`src/rtl/mem_region_router_pkg.sv`:
```
// Shared types for the multi-target memory region router.
package mem_region_router_pkg;

  localparam int unsigned NumLanes = 4;
  localparam int unsigned NumOuts  = 3;
  localparam int unsigned TagWidth = 16;
  localparam int unsigned TgtIdxW  = $clog2(NumOuts);

  typedef logic [TgtIdxW-1:0] tgt_idx_t;

  // One outstanding read: where each lane went and which targets must answer.
  typedef struct packed {
    logic [TagWidth-1:0]           tag;
    logic [NumLanes-1:0]           mask;
    tgt_idx_t [NumLanes-1:0]       map;
    logic [NumOuts-1:0]            tset;
  } trk_entry_t;

endpackage

```
`src/rtl/mem_region_router_if.sv`:
```
// LSU-side and per-target request/response bundle for the region router.
interface mem_region_router_if #(
  parameter int unsigned NUM_LANES  = 4,
  parameter int unsigned NUM_OUTS   = 3,
  parameter int unsigned WORD_SIZE  = 4,
  parameter int unsigned ADDR_WIDTH = 30,
  parameter int unsigned TAG_WIDTH  = 16
);
  localparam int unsigned WordBits = WORD_SIZE * 8;

  logic                                              in_req_valid;
  logic                                              in_req_ready;
  logic                                              in_req_rw;
  logic [NUM_LANES-1:0]                              in_req_mask;
  logic [NUM_LANES-1:0][WORD_SIZE-1:0]               in_req_byteen;
  logic [NUM_LANES-1:0][ADDR_WIDTH-1:0]              in_req_addr;
  logic [NUM_LANES-1:0][WordBits-1:0]                in_req_data;
  logic [TAG_WIDTH-1:0]                              in_req_tag;

  logic                                              in_rsp_valid;
  logic                                              in_rsp_ready;
  logic [NUM_LANES-1:0]                              in_rsp_mask;
  logic [NUM_LANES-1:0][WordBits-1:0]                in_rsp_data;
  logic [TAG_WIDTH-1:0]                              in_rsp_tag;

  logic [NUM_OUTS-1:0]                               out_req_valid;
  logic [NUM_OUTS-1:0]                               out_req_ready;
  logic [NUM_OUTS-1:0]                               out_req_rw;
  logic [NUM_OUTS-1:0][NUM_LANES-1:0]                out_req_mask;
  logic [NUM_OUTS-1:0][NUM_LANES-1:0][WORD_SIZE-1:0] out_req_byteen;
  logic [NUM_OUTS-1:0][NUM_LANES-1:0][ADDR_WIDTH-1:0] out_req_addr;
  logic [NUM_OUTS-1:0][NUM_LANES-1:0][WordBits-1:0]  out_req_data;
  logic [NUM_OUTS-1:0][TAG_WIDTH-1:0]                out_req_tag;

  logic [NUM_OUTS-1:0]                               out_rsp_valid;
  logic [NUM_OUTS-1:0]                               out_rsp_ready;
  logic [NUM_OUTS-1:0][NUM_LANES-1:0]                out_rsp_mask;
  logic [NUM_OUTS-1:0][NUM_LANES-1:0][WordBits-1:0]  out_rsp_data;

  // Router view.
  modport slave (
    input  in_req_valid, in_req_rw, in_req_mask, in_req_byteen, in_req_addr, in_req_data,
           in_req_tag, in_rsp_ready, out_req_ready, out_rsp_valid, out_rsp_mask, out_rsp_data,
    output in_req_ready, in_rsp_valid, in_rsp_mask, in_rsp_data, in_rsp_tag, out_req_valid,
           out_req_rw, out_req_mask, out_req_byteen, out_req_addr, out_req_data, out_req_tag,
           out_rsp_ready
  );

  // LSU plus targets view.
  modport master (
    output in_req_valid, in_req_rw, in_req_mask, in_req_byteen, in_req_addr, in_req_data,
           in_req_tag, in_rsp_ready, out_req_ready, out_rsp_valid, out_rsp_mask, out_rsp_data,
    input  in_req_ready, in_rsp_valid, in_rsp_mask, in_rsp_data, in_rsp_tag, out_req_valid,
           out_req_rw, out_req_mask, out_req_byteen, out_req_addr, out_req_data, out_req_tag,
           out_rsp_ready
  );
endinterface

```
`src/rtl/mem_route_tracker.sv`:
```
// Outstanding-read FIFO plus the capture/merge stage that rebuilds full-width responses.
module mem_route_tracker
  import mem_region_router_pkg::*;
#(
  parameter int unsigned NUM_LANES  = NumLanes,
  parameter int unsigned NUM_OUTS   = NumOuts,
  parameter int unsigned WORD_SIZE  = 4,
  parameter int unsigned QUEUE_SIZE = 8
) (
  input  logic                                              clk,
  input  logic                                              reset,
  input  logic                                              push_i,
  input  trk_entry_t                                        push_entry_i,
  output logic                                              full_o,
  output logic [$clog2(QUEUE_SIZE):0]                       count_o,
  input  logic [NUM_OUTS-1:0]                               rsp_valid_i,
  output logic [NUM_OUTS-1:0]                               rsp_ready_o,
  input  logic [NUM_OUTS-1:0][NUM_LANES-1:0]                rsp_mask_i,
  input  logic [NUM_OUTS-1:0][NUM_LANES-1:0][WORD_SIZE*8-1:0] rsp_data_i,
  output logic                                              merged_valid_o,
  input  logic                                              merged_ready_i,
  output logic [NUM_LANES-1:0]                              merged_mask_o,
  output logic [NUM_LANES-1:0][WORD_SIZE*8-1:0]             merged_data_o,
  output logic [TagWidth-1:0]                               merged_tag_o
);
  localparam int unsigned PtrW = $clog2(QUEUE_SIZE);
  localparam logic [PtrW:0] FullCnt = QUEUE_SIZE[PtrW:0];

  trk_entry_t                                     fifo_q [QUEUE_SIZE];
  logic [PtrW-1:0]                                wr_ptr_q, rd_ptr_q;
  logic [PtrW:0]                                  count_q, count_d;
  logic [NUM_OUTS-1:0]                            captured_q, captured_d;
  logic                                           merged_valid_q, merged_valid_d;
  logic [NUM_OUTS-1:0][NUM_LANES-1:0][WORD_SIZE*8-1:0] hold_q;

  trk_entry_t          head;
  logic                empty, pop;
  logic [NUM_OUTS-1:0] rsp_fire;

  assign head        = fifo_q[rd_ptr_q];
  assign empty       = (count_q == '0);
  assign full_o      = (count_q == FullCnt);
  assign count_o     = count_q;
  assign pop         = merged_valid_q & merged_ready_i;
  // Only the head entry's targets may answer; later responses stay parked at the targets.
  assign rsp_ready_o = {NUM_OUTS{~empty & ~merged_valid_q}} & head.tset & ~captured_q;
  assign rsp_fire    = rsp_valid_i & rsp_ready_o;

  // Next-state for occupancy and merge progress.
  always_comb begin
    count_d        = count_q + {{PtrW{1'b0}}, push_i} - {{PtrW{1'b0}}, pop};
    captured_d     = captured_q | rsp_fire;
    merged_valid_d = merged_valid_q | (~empty & (captured_d == head.tset));
    if (pop) begin
      captured_d     = '0;
      merged_valid_d = 1'b0;
    end
  end

  // Pointers, occupancy and merge state.
  always_ff @(posedge clk) begin
    if (reset) begin
      wr_ptr_q       <= '0;
      rd_ptr_q       <= '0;
      count_q        <= '0;
      captured_q     <= '0;
      merged_valid_q <= 1'b0;
    end else begin
      if (push_i) wr_ptr_q <= wr_ptr_q + 1'b1;
      if (pop)    rd_ptr_q <= rd_ptr_q + 1'b1;
      count_q        <= count_d;
      captured_q     <= captured_d;
      merged_valid_q <= merged_valid_d;
    end
  end

  // Entry storage; validity is tracked by count_q so no reset needed.
  always_ff @(posedge clk) begin
    if (push_i) fifo_q[wr_ptr_q] <= push_entry_i;
  end

  // Capture each answering target's flagged lanes into its hold register.
  always_ff @(posedge clk) begin
    for (int t = 0; t < NUM_OUTS; t++) begin
      for (int l = 0; l < NUM_LANES; l++) begin
        if (rsp_fire[t] && rsp_mask_i[t][l]) hold_q[t][l] <= rsp_data_i[t][l];
      end
    end
  end

  // Rebuild the full-width response lane by lane from the owning target.
  always_comb begin
    merged_data_o = '0;
    for (int l = 0; l < NUM_LANES; l++) begin
      merged_data_o[l] = hold_q[head.map[l]][l];
    end
  end

  assign merged_valid_o = merged_valid_q;
  assign merged_mask_o  = head.mask;
  assign merged_tag_o   = head.tag;

endmodule

```
`src/rtl/mem_region_router.sv`:
```
// Routes LSU request lanes to address-windowed targets and merges their read responses in order.
module mem_region_router
  import mem_region_router_pkg::*;
#(
  parameter int unsigned                      NUM_LANES   = NumLanes,
  parameter int unsigned                      NUM_OUTS    = NumOuts,
  parameter int unsigned                      WORD_SIZE   = 4,
  parameter int unsigned                      ADDR_WIDTH  = 30,
  parameter int unsigned                      TAG_WIDTH   = TagWidth,
  parameter logic [NUM_OUTS*ADDR_WIDTH-1:0]   REGION_BASE = '0,
  parameter logic [NUM_OUTS*ADDR_WIDTH-1:0]   REGION_MASK = '0,
  parameter int unsigned                      QUEUE_SIZE  = 8
) (
  input  logic                          clk,
  input  logic                          reset,
  mem_region_router_if.slave            bus,
  output logic [$clog2(QUEUE_SIZE):0]   pending_count
);
  tgt_idx_t [NUM_LANES-1:0]           lane_tgt;
  logic [NUM_OUTS-1:0][NUM_LANES-1:0] sub_mask;
  logic [NUM_OUTS-1:0]                tset;
  logic                               targets_ready, is_read, accept_ok, trk_full, trk_push;
  trk_entry_t                         push_entry;
  logic [TAG_WIDTH-1:0]               rsp_tag;

  // Lane routing: lowest matching window from 1 upward wins, otherwise the default target 0.
  always_comb begin
    lane_tgt = '0;
    for (int l = 0; l < NUM_LANES; l++) begin
      for (int t = NUM_OUTS - 1; t >= 1; t--) begin
        if ((bus.in_req_addr[l] & REGION_MASK[t*ADDR_WIDTH +: ADDR_WIDTH]) ==
            (REGION_BASE[t*ADDR_WIDTH +: ADDR_WIDTH] & REGION_MASK[t*ADDR_WIDTH +: ADDR_WIDTH])) begin
          lane_tgt[l] = tgt_idx_t'(t);
        end
      end
    end
  end

  // Per-target lane masks and the set of targets this request touches.
  always_comb begin
    sub_mask = '0;
    tset     = '0;
    for (int t = 0; t < NUM_OUTS; t++) begin
      for (int l = 0; l < NUM_LANES; l++) begin
        sub_mask[t][l] = bus.in_req_mask[l] & (lane_tgt[l] == tgt_idx_t'(t));
      end
      tset[t] = |sub_mask[t];
    end
  end

  // All-or-nothing issue; zero-mask and write requests never occupy the tracker.
  assign targets_ready    = &(~tset | bus.out_req_ready);
  assign is_read          = ~bus.in_req_rw & (|bus.in_req_mask);
  assign accept_ok        = targets_ready & (~is_read | ~trk_full);
  assign bus.in_req_ready = accept_ok;
  assign trk_push         = bus.in_req_valid & accept_ok & is_read;

  // Broadcast request fields; only valid and mask differ per target.
  always_comb begin
    for (int t = 0; t < NUM_OUTS; t++) begin
      bus.out_req_valid[t]  = bus.in_req_valid & tset[t] & accept_ok;
      bus.out_req_rw[t]     = bus.in_req_rw;
      bus.out_req_mask[t]   = sub_mask[t];
      bus.out_req_byteen[t] = bus.in_req_byteen;
      bus.out_req_addr[t]   = bus.in_req_addr;
      bus.out_req_data[t]   = bus.in_req_data;
      bus.out_req_tag[t]    = bus.in_req_tag;
    end
  end

  assign push_entry = '{tag: bus.in_req_tag, mask: bus.in_req_mask, map: lane_tgt, tset: tset};

  mem_route_tracker #(
    .NUM_LANES  (NUM_LANES),
    .NUM_OUTS   (NUM_OUTS),
    .WORD_SIZE  (WORD_SIZE),
    .QUEUE_SIZE (QUEUE_SIZE)
  ) u_tracker (
    .clk            (clk),
    .reset          (reset),
    .push_i         (trk_push),
    .push_entry_i   (push_entry),
    .full_o         (trk_full),
    .count_o        (pending_count),
    .rsp_valid_i    (bus.out_rsp_valid),
    .rsp_ready_o    (bus.out_rsp_ready),
    .rsp_mask_i     (bus.out_rsp_mask),
    .rsp_data_i     (bus.out_rsp_data),
    .merged_valid_o (bus.in_rsp_valid),
    .merged_ready_i (bus.in_rsp_ready),
    .merged_mask_o  (bus.in_rsp_mask),
    .merged_data_o  (bus.in_rsp_data),
    .merged_tag_o   (rsp_tag)
  );

  assign bus.in_rsp_tag = rsp_tag;

endmodule

```
`src/flat_wrapper.sv`:
```
// flat-port wrapper written by rule: the top's interface ports become plain ports
module mem_region_router_flat import mem_region_router_pkg::*;
#(
  parameter int unsigned                      NUM_LANES   = NumLanes,
  parameter int unsigned                      NUM_OUTS    = NumOuts,
  parameter int unsigned                      WORD_SIZE   = 4,
  parameter int unsigned                      ADDR_WIDTH  = 30,
  parameter int unsigned                      TAG_WIDTH   = TagWidth,
  parameter logic [NUM_OUTS*ADDR_WIDTH-1:0]   REGION_BASE = '0,
  parameter logic [NUM_OUTS*ADDR_WIDTH-1:0]   REGION_MASK = '0,
  parameter int unsigned                      QUEUE_SIZE  = 8
)
  (clk, reset, pending_count, bus_in_req_valid, bus_in_req_rw, bus_in_req_mask, bus_in_req_byteen, bus_in_req_addr, bus_in_req_data, bus_in_req_tag, bus_in_rsp_ready, bus_out_req_ready, bus_out_rsp_valid, bus_out_rsp_mask, bus_out_rsp_data, bus_in_req_ready, bus_in_rsp_valid, bus_in_rsp_mask, bus_in_rsp_data, bus_in_rsp_tag, bus_out_req_valid, bus_out_req_rw, bus_out_req_mask, bus_out_req_byteen, bus_out_req_addr, bus_out_req_data, bus_out_req_tag, bus_out_rsp_ready);
  mem_region_router_if #(.NUM_LANES(NUM_LANES), .NUM_OUTS(NUM_OUTS), .WORD_SIZE(WORD_SIZE), .ADDR_WIDTH(ADDR_WIDTH), .TAG_WIDTH(TAG_WIDTH)) bus_i ();
  input  logic clk;
  input  logic reset;
  output logic [$clog2(QUEUE_SIZE):0] pending_count;
  input wire logic [$bits(bus_i.in_req_valid)-1:0] bus_in_req_valid;
  input wire logic [$bits(bus_i.in_req_rw)-1:0] bus_in_req_rw;
  input wire logic [$bits(bus_i.in_req_mask)-1:0] bus_in_req_mask;
  input wire logic [$bits(bus_i.in_req_byteen)-1:0] bus_in_req_byteen;
  input wire logic [$bits(bus_i.in_req_addr)-1:0] bus_in_req_addr;
  input wire logic [$bits(bus_i.in_req_data)-1:0] bus_in_req_data;
  input wire logic [$bits(bus_i.in_req_tag)-1:0] bus_in_req_tag;
  input wire logic [$bits(bus_i.in_rsp_ready)-1:0] bus_in_rsp_ready;
  input wire logic [$bits(bus_i.out_req_ready)-1:0] bus_out_req_ready;
  input wire logic [$bits(bus_i.out_rsp_valid)-1:0] bus_out_rsp_valid;
  input wire logic [$bits(bus_i.out_rsp_mask)-1:0] bus_out_rsp_mask;
  input wire logic [$bits(bus_i.out_rsp_data)-1:0] bus_out_rsp_data;
  output wire logic [$bits(bus_i.in_req_ready)-1:0] bus_in_req_ready;
  output wire logic [$bits(bus_i.in_rsp_valid)-1:0] bus_in_rsp_valid;
  output wire logic [$bits(bus_i.in_rsp_mask)-1:0] bus_in_rsp_mask;
  output wire logic [$bits(bus_i.in_rsp_data)-1:0] bus_in_rsp_data;
  output wire logic [$bits(bus_i.in_rsp_tag)-1:0] bus_in_rsp_tag;
  output wire logic [$bits(bus_i.out_req_valid)-1:0] bus_out_req_valid;
  output wire logic [$bits(bus_i.out_req_rw)-1:0] bus_out_req_rw;
  output wire logic [$bits(bus_i.out_req_mask)-1:0] bus_out_req_mask;
  output wire logic [$bits(bus_i.out_req_byteen)-1:0] bus_out_req_byteen;
  output wire logic [$bits(bus_i.out_req_addr)-1:0] bus_out_req_addr;
  output wire logic [$bits(bus_i.out_req_data)-1:0] bus_out_req_data;
  output wire logic [$bits(bus_i.out_req_tag)-1:0] bus_out_req_tag;
  output wire logic [$bits(bus_i.out_rsp_ready)-1:0] bus_out_rsp_ready;
  assign bus_i.in_req_valid = bus_in_req_valid;
  assign bus_i.in_req_rw = bus_in_req_rw;
  assign bus_i.in_req_mask = bus_in_req_mask;
  assign bus_i.in_req_byteen = bus_in_req_byteen;
  assign bus_i.in_req_addr = bus_in_req_addr;
  assign bus_i.in_req_data = bus_in_req_data;
  assign bus_i.in_req_tag = bus_in_req_tag;
  assign bus_i.in_rsp_ready = bus_in_rsp_ready;
  assign bus_i.out_req_ready = bus_out_req_ready;
  assign bus_i.out_rsp_valid = bus_out_rsp_valid;
  assign bus_i.out_rsp_mask = bus_out_rsp_mask;
  assign bus_i.out_rsp_data = bus_out_rsp_data;
  assign bus_in_req_ready = bus_i.in_req_ready;
  assign bus_in_rsp_valid = bus_i.in_rsp_valid;
  assign bus_in_rsp_mask = bus_i.in_rsp_mask;
  assign bus_in_rsp_data = bus_i.in_rsp_data;
  assign bus_in_rsp_tag = bus_i.in_rsp_tag;
  assign bus_out_req_valid = bus_i.out_req_valid;
  assign bus_out_req_rw = bus_i.out_req_rw;
  assign bus_out_req_mask = bus_i.out_req_mask;
  assign bus_out_req_byteen = bus_i.out_req_byteen;
  assign bus_out_req_addr = bus_i.out_req_addr;
  assign bus_out_req_data = bus_i.out_req_data;
  assign bus_out_req_tag = bus_i.out_req_tag;
  assign bus_out_rsp_ready = bus_i.out_rsp_ready;
  mem_region_router #(.NUM_LANES(NUM_LANES), .NUM_OUTS(NUM_OUTS), .WORD_SIZE(WORD_SIZE), .ADDR_WIDTH(ADDR_WIDTH), .TAG_WIDTH(TAG_WIDTH), .REGION_BASE(REGION_BASE), .REGION_MASK(REGION_MASK), .QUEUE_SIZE(QUEUE_SIZE)) u_core (.clk(clk), .reset(reset), .bus(bus_i), .pending_count(pending_count));
endmodule
```
`config.mk`:
```
export PLATFORM = sky130hd
export DESIGN_NAME = mem_region_router_flat
export DESIGN_NICKNAME = d
export VERILOG_FILES = /design/src/rtl/mem_region_router_pkg.sv /design/src/rtl/mem_region_router_if.sv /design/src/rtl/mem_route_tracker.sv /design/src/rtl/mem_region_router.sv /design/src/flat_wrapper.sv
export SDC_FILE = /design/constraint.sdc
export NUM_CORES = 1
export LEC_CHECK = 0
export BUFFER_PORTS_ARGS = -buffer_cell sky130_fd_sc_hd__buf_2
export CAP_MARGIN = 20
export CORE_AREA = 2 2 664 666
export CTS_CLUSTER_DIAMETER = 200
export DETAILED_ROUTE_END_ITERATION = 10
export DIE_AREA = 0 0 666 668
export GPL_TIMING_DRIVEN = 0
export HOLD_SLACK_MARGIN = 0.05
export PLACE_DENSITY = 0.3
export SYNTH_ARGS = -nofsm -noshare
export SYNTH_HDL_FRONTEND = slang
export SYNTH_SLANG_ARGS = --single-unit
```
`constraint.sdc`:
```
create_clock -name clk -period 5.9 [get_ports clk]
set_input_delay 0.295 -clock clk [delete_from_list [all_inputs] [get_ports clk]]
set_output_delay 0.295 -clock clk [all_outputs]
set_load 0.01 [all_outputs]
```
## After elaboration in Yosys (flattened, before gate mapping)

Memories as Yosys holds them, arrays and structs flattened. A register that Yosys moved wholly into a read port is not among the register bits.
Cells that the tools add are included.
W data, S select, Z words.

- Bits of input ports: 691
- Bits in writable memories: 168
- Output and inout port bits: 1,015
- Memories kept: 1
- Register bits after elaboration: 398
- Logic and storage cells: 79

- Magnitude comparators: 4
- Bitwise operators: 23
- Muxes and demuxes: 12
- Reduce and logical (&&, ||, !) cells: 16
- $add $sub $neg: 4
- Equal/unequal tests: 2

Memory list:

| name | words | width | rd ports | clocked after memory_dff | write ports | RTL line | source |
|---|---|---|---|---|---|---|---|
| u_core.u_tracker.fifo_q | 8 | 21 | 1 | 1 | 1 | mem_route_tracker.sv:29 | `trk_entry_t fifo_q [QUEUE_SIZE];` |

Operators with widths:

| kind | count |
|---|---|
| $bmux W128 S2 | 4 |
| $mux W128 | 1 |
| $mux W96 | 1 |
| $mux W64 | 1 |
| $mux W32 | 1 |
| $logic_and A1 B1 Y1 | 12 |
| $lt A2 B3 Y1 const AB | 4 |
| $and A1 B1 Y1 | 9 |
| $and A3 B3 Y3 | 3 |
| $add A3 B1 Y3 const B | 2 |
| $mux W3 | 2 |
| $or A3 B3 Y3 | 2 |
| $not A1 Y1 | 5 |
| $add A4 B1 Y4 | 1 |
| $eq A4 B4 Y1 const B | 1 |
| $logic_not A4 Y1 | 1 |
| $reduce_or A4 Y1 | 1 |
| $sub A4 B1 Y4 | 1 |
| $eq A3 B3 Y1 | 1 |
| $not A2 Y3 | 1 |
| $not A3 Y3 | 1 |
| $reduce_and A3 Y1 | 1 |
| $mux W1 | 2 |
| $or A1 B1 Y1 | 2 |
| $reduce_or A2 Y1 | 1 |

## Longest topological paths before layout

- Depth after elaboration: 10
- Mapped depth: 11

## By module

A second synthesis with hierarchy kept.

- Cells, all modules: 2,168
- Area total of the unflattened synthesis: 31,022.3 sq um

By module, submodules not included:

| module | cells an instance | area an instance (sq um) | times used |
|---|---|---|---|
| mem_route_tracker | 1,302 | 24,524.8 | 1 |
| mem_region_router | 866 | 6,497.5 | 1 |

## Worst setup path after synthesis

OpenSTA, ideal clock, no wires.

- Path type: reg2reg
- Start point: register u_core.u_tracker.count_q[2] (netlist: u_core.u_tracker.count_o[2])
- End point: memory u_core.u_tracker.fifo_q[4][0] (netlist name), enable pin
- Arrival: 2.799 ns
- Cell stages (with the launch flop): 6
- Library setup time: 0.425 ns
- Path slack: 2.676 ns
- Buffers on the path: 0
- Cell sequence: dfxtp_1 -> inv_1 -> ha_1 -> a2111oi_4 -> nand2_1 -> nor3_1

- Word-level cells in the longest chain between the ends: 8

RTL lines:

| item | RTL line | source |
|---|---|---|
| start, declared | mem_route_tracker.sv:31 | `logic [PtrW:0] count_q, count_d;` |
| start signal, assigned | mem_route_tracker.sv:71 | `count_q <= count_d;` |
| $eq A4 B4 Y1 | mem_route_tracker.sv:42 | `assign full_o = (count_q == FullCnt);` |
| $not A1 Y1 | mem_region_router.sv:54 | `assign accept_ok = targets_ready & (~is_read \| ~trk_full);` |
| $or A1 B1 Y1 | mem_region_router.sv:54 |  |
| $and A1 B1 Y1 | mem_region_router.sv:54 |  |
| $and A1 B1 Y1 (2 in series) | mem_region_router.sv:56 | `assign trk_push = bus.in_req_valid & accept_ok & is_read;` |
| $mux W1 | mem_route_tracker.sv:79 | `if (push_i) fifo_q[wr_ptr_q] <= push_entry_i;` |
| $mux W1 (implied by the code) | mem_route_tracker.sv:79 |  |
| end, declared | mem_route_tracker.sv:29 |  |

Every way passes these cells.

==> impl_metrics.yaml <==
pwr:
  p_leak_uw: 0.0135
  switching_share_pct: 31.0
  total_power_uw: 7340
  combPwrFrac_pct: 27.4
  power_switching_uw: 2280
  power_density_mw_per_mm2: 217
  seq_power_share_pct: 35.7
  irDropWorstVdd_mv: 0.277
  p_int_uw: 5060
  pwr-share-clk_pct: 37.0
setup_path:
  end_kind: "output pin"
  worstReg2RegEnd: "u_core.u_tracker.fifo_q[4][17]"
  path_buf_inv: 3
  start_kind: "register"
  cp_slowest_stage_delay_ns: 0.69
  crit_cells: 5
  r2r-start: "u_core.u_tracker.count_o[2]"
  worstSetupEndpoint: "bus_in_rsp_tag[7]"
  worstPathMaxFanout: 10
  cpMostUsedCell: "clkbuf_1"
  cp.arrival_ns: 2.93
  rrSetupSlack_ns: 2.88
  cpLargestDelayFamily: "buffers and inverters"
  crit_required_ns: 5.61
  rr_worst_depth: 7
  critical_path.cell_chain: "clkbuf_1, clkbuf_1, mux4_2, mux2_2, buf_2"
  slowest_stage: "clkbuf_1"
  critPathKind: "reg2out"
drt:
  wl_per_cell_um: 15.8
  m1WireLength_um: 54600
  vias: 14300
  met3WireLength_um: 15000
  totalWireLength_um: 135000
  ant_nets: 0
  post-route-drc-count: 0
  top_layer: "met5"
  dr_wl_met2_um: 63200
  viasPerCell: 1.67
  dr.pass1.iters: 4
  drt_first_iter_violations: 609
grt:
  grt_usage_pct: 5.68
  grt_pass1_wl_um: 160000
  antenna_found_initial: 142
  overflow: 0
  grt_pass1_vias: 13600
  grt_max_degree: 29
clocking:
  cts-resized-gates: 0
  cts_tree: "yes"
  clock_sinks: 311
  numCtsBuffers: 45
  insertion_delay_ns: 0.67
  post_cts_buffers: 0
  clkTransAtPathRegs_ns: 0.06
  clk_path_buf_depth: 3
  postCtsHoldBufs: 139
  cts_root_buf: "clkbuf_16"
  htreeDepth: 2
sta:
  setup_violations: 0
  slew_headroom_pct: 34.6
  worstMarginPinSlew_ns: 0.980
  setup-tns-final_ns: 0
  timing.final.crit_share_pct: 54.7
  timing.fmax_mhz: 310
  skew_ns: 0.0651
  period_minus_slack_ns: 3.23
  rsz0062_at_grt: "no"
  maxSlewViolCount: 0
  final.setup.worst_slack_ns: 2.67
  hold_viol: 0
synthesis:
  netlist.area_leader.share_pct: 51.0
  yosysMostFrequentCell: "buf_4"
  synth_edf_count: 296
  syn_inst: 1329
  yosysTopAreaCell: "edfxtp_1"
  yosys_warnings: 0
  synthFlopType: "edfxtp_1"
  synth_area_leaders: "edfxtp_1 51%, buf_4 37%, mux4_2 5.3%"
  synth-async-reset-ratio_pct: 0
  ys_seq_elements: 311
  ys_top_cells_by_count: "860 x buf_4, 296 x edfxtp_1, 41 x mux4_2"
  synth.cell_area_mm2: 0.0174
  ys_types: 32
  synth_seq_area_share_pct: 52.7
  syn_avg_cell_area_um2: 13.1
layout:
  fillers: 50900
  utilization_pct: 7.73
  layout.nets: 3403
  area_delta_synth_final_pct: 94.0
  drive_gt1_share_pct: 79.5
floorplan:
  core_mm2: 0.437
  die_h_um: 668
  fp.dieW_um: 666
  die_area_mm2: 0.445
  row_count: 243
  start_util_pct: 3.98
  num_io_pins: 1706
placement:
  port_buffers: 1161
  pre_cts_ws_ns: 2.59
  gp_congestion: 0.802
  dp_hpwl_um: 121000
job:
  max_cap_viol_count: 0
status:
  status: "completed"
hold_path:
  hold_path.class: "in2reg"
==> sequential cells by signal, summed over array words and instances (netlist names), named ones only <==
register	flops
u_core.u_tracker.captured_q	1
u_core.u_tracker.fifo_q	168
u_core.u_tracker.rd_ptr_q	3
u_core.u_tracker.count_o	4
u_core.u_tracker.wr_ptr_q	3
u_core.u_tracker.merged_valid_o	1
u_core.u_tracker.hold_q	128
==> metal layers <==
metal  GRT usage, %  vias to the layer above
met5              0                        -
met4          0.770                       54
met3           2.89                      162
met2           9.34                      853
met1           6.73                     6797
li1               -                     6451
==> area by class of cell <==
type / instances / area (µm²) / share of cell area, %
multi-input cells: 145 / 1780 / 5.28
diodes: 60 / 150 / 0.444
clock inverters: 19 / 238 / 0.703
plain buffers: 872 / 6510 / 19.3
inverters: 12 / 45.0 / 0.133
flip-flops and latches: 311 / 9190 / 27.2
repair buffers: 1316 / 7480 / 22.1
clock buffers: 63 / 1200 / 3.56
well taps: 5757 / 7200 / 21.3
==> worst min path at each step <==
| stage | to | cells after the start | from |
|---|---|---|---|
| 6_report | u_core.u_tracker.fifo_q[5][15] | 1 | bus_in_req_tag[10] |
| 5_1_grt | u_core.u_tracker.fifo_q[7][15] | 1 | bus_in_req_tag[10] |
| 4_1_cts | u_core.u_tracker.fifo_q[7][15] | 1 | bus_in_req_tag[10] |
| 3_5_place_dp | u_core.u_tracker.hold_q[140] | 1 | bus_out_rsp_data[140] |
| 3_3_place_gp | u_core.u_tracker.hold_q[135] | 1 | bus_out_rsp_data[135] |
| 2_1_floorplan | u_core.u_tracker.count_o[0] | 1 | reset |
==> logic make-up after synthesis <==
logic type                 after synthesis  synth area share, %
buffers and inverters                  884                 37.6
DFF                                    311                 52.7
muxes                                   67                 6.94
and+or+nand+nor                         42                 1.18
AOI/OAI and AO/OA                       10                0.575
adders and majority gates                9                0.689
xor gates and xnor gates                 5                0.251
other                                    1               0.0215
==> power groups by stage <==
stage / registers (µW) / logic, µW / clock network (µW)
2_1_floorplan: 2700 / 944 / 0
3_3_place_gp: 2670 / 1980 / 0
3_5_place_dp: 2660 / 1990 / 0
4_1_cts: 2620 / 2140 / 2870
5_1_grt: 2630 / 2190 / 2920
6_report: 2620 / 2010 / 2710
==> per-stage QoR <==
step	hold slack [ns]	cells	cell area, µm²
floorplan	0.367	1340	17500
global placement	0.474	8258	30500
detailed placement	0.474	8274	30800
CTS	0.0527	8495	33600
global route	0.0538	8512	33700
finish	0.0769	8555	33800
==> worst reg2reg max path: stages (launching register included) <==
cell       delay, ns
dfxtp_1         0.33
inv_1           0.08
ha_1            0.26
a2111oi_4       0.58
nand2_1         0.37
nor3_2          0.67
buf_6           0.27
buf_8           0.15
==> layout by cell type (no fill, tap or decap), drive strengths merged, types with 2 or more instances in the layout <==
master       synthesis  final
nor3                 3      3
edfxtp             296    296
dfxtp               15     15
bufinv               0      3
nand2b               3      3
ha                   8      8
clkinvlp             0      2
buf                864   2041
mux2i                6      6
xnor2                2      2
nand3                2      2
clkbuf               8     71
a21oi                3      3
xor2                 3      3
mux4                41     41
diode                0     60
inv                 12     15
mux2                20     20
clkinv               0     11
dlygate4sd3          0    139
nand2                7      7
and2                 4      4
nor2                19     19
conb                 1     12
a21o                 2      2
Power figures use the tool's default switching activity.
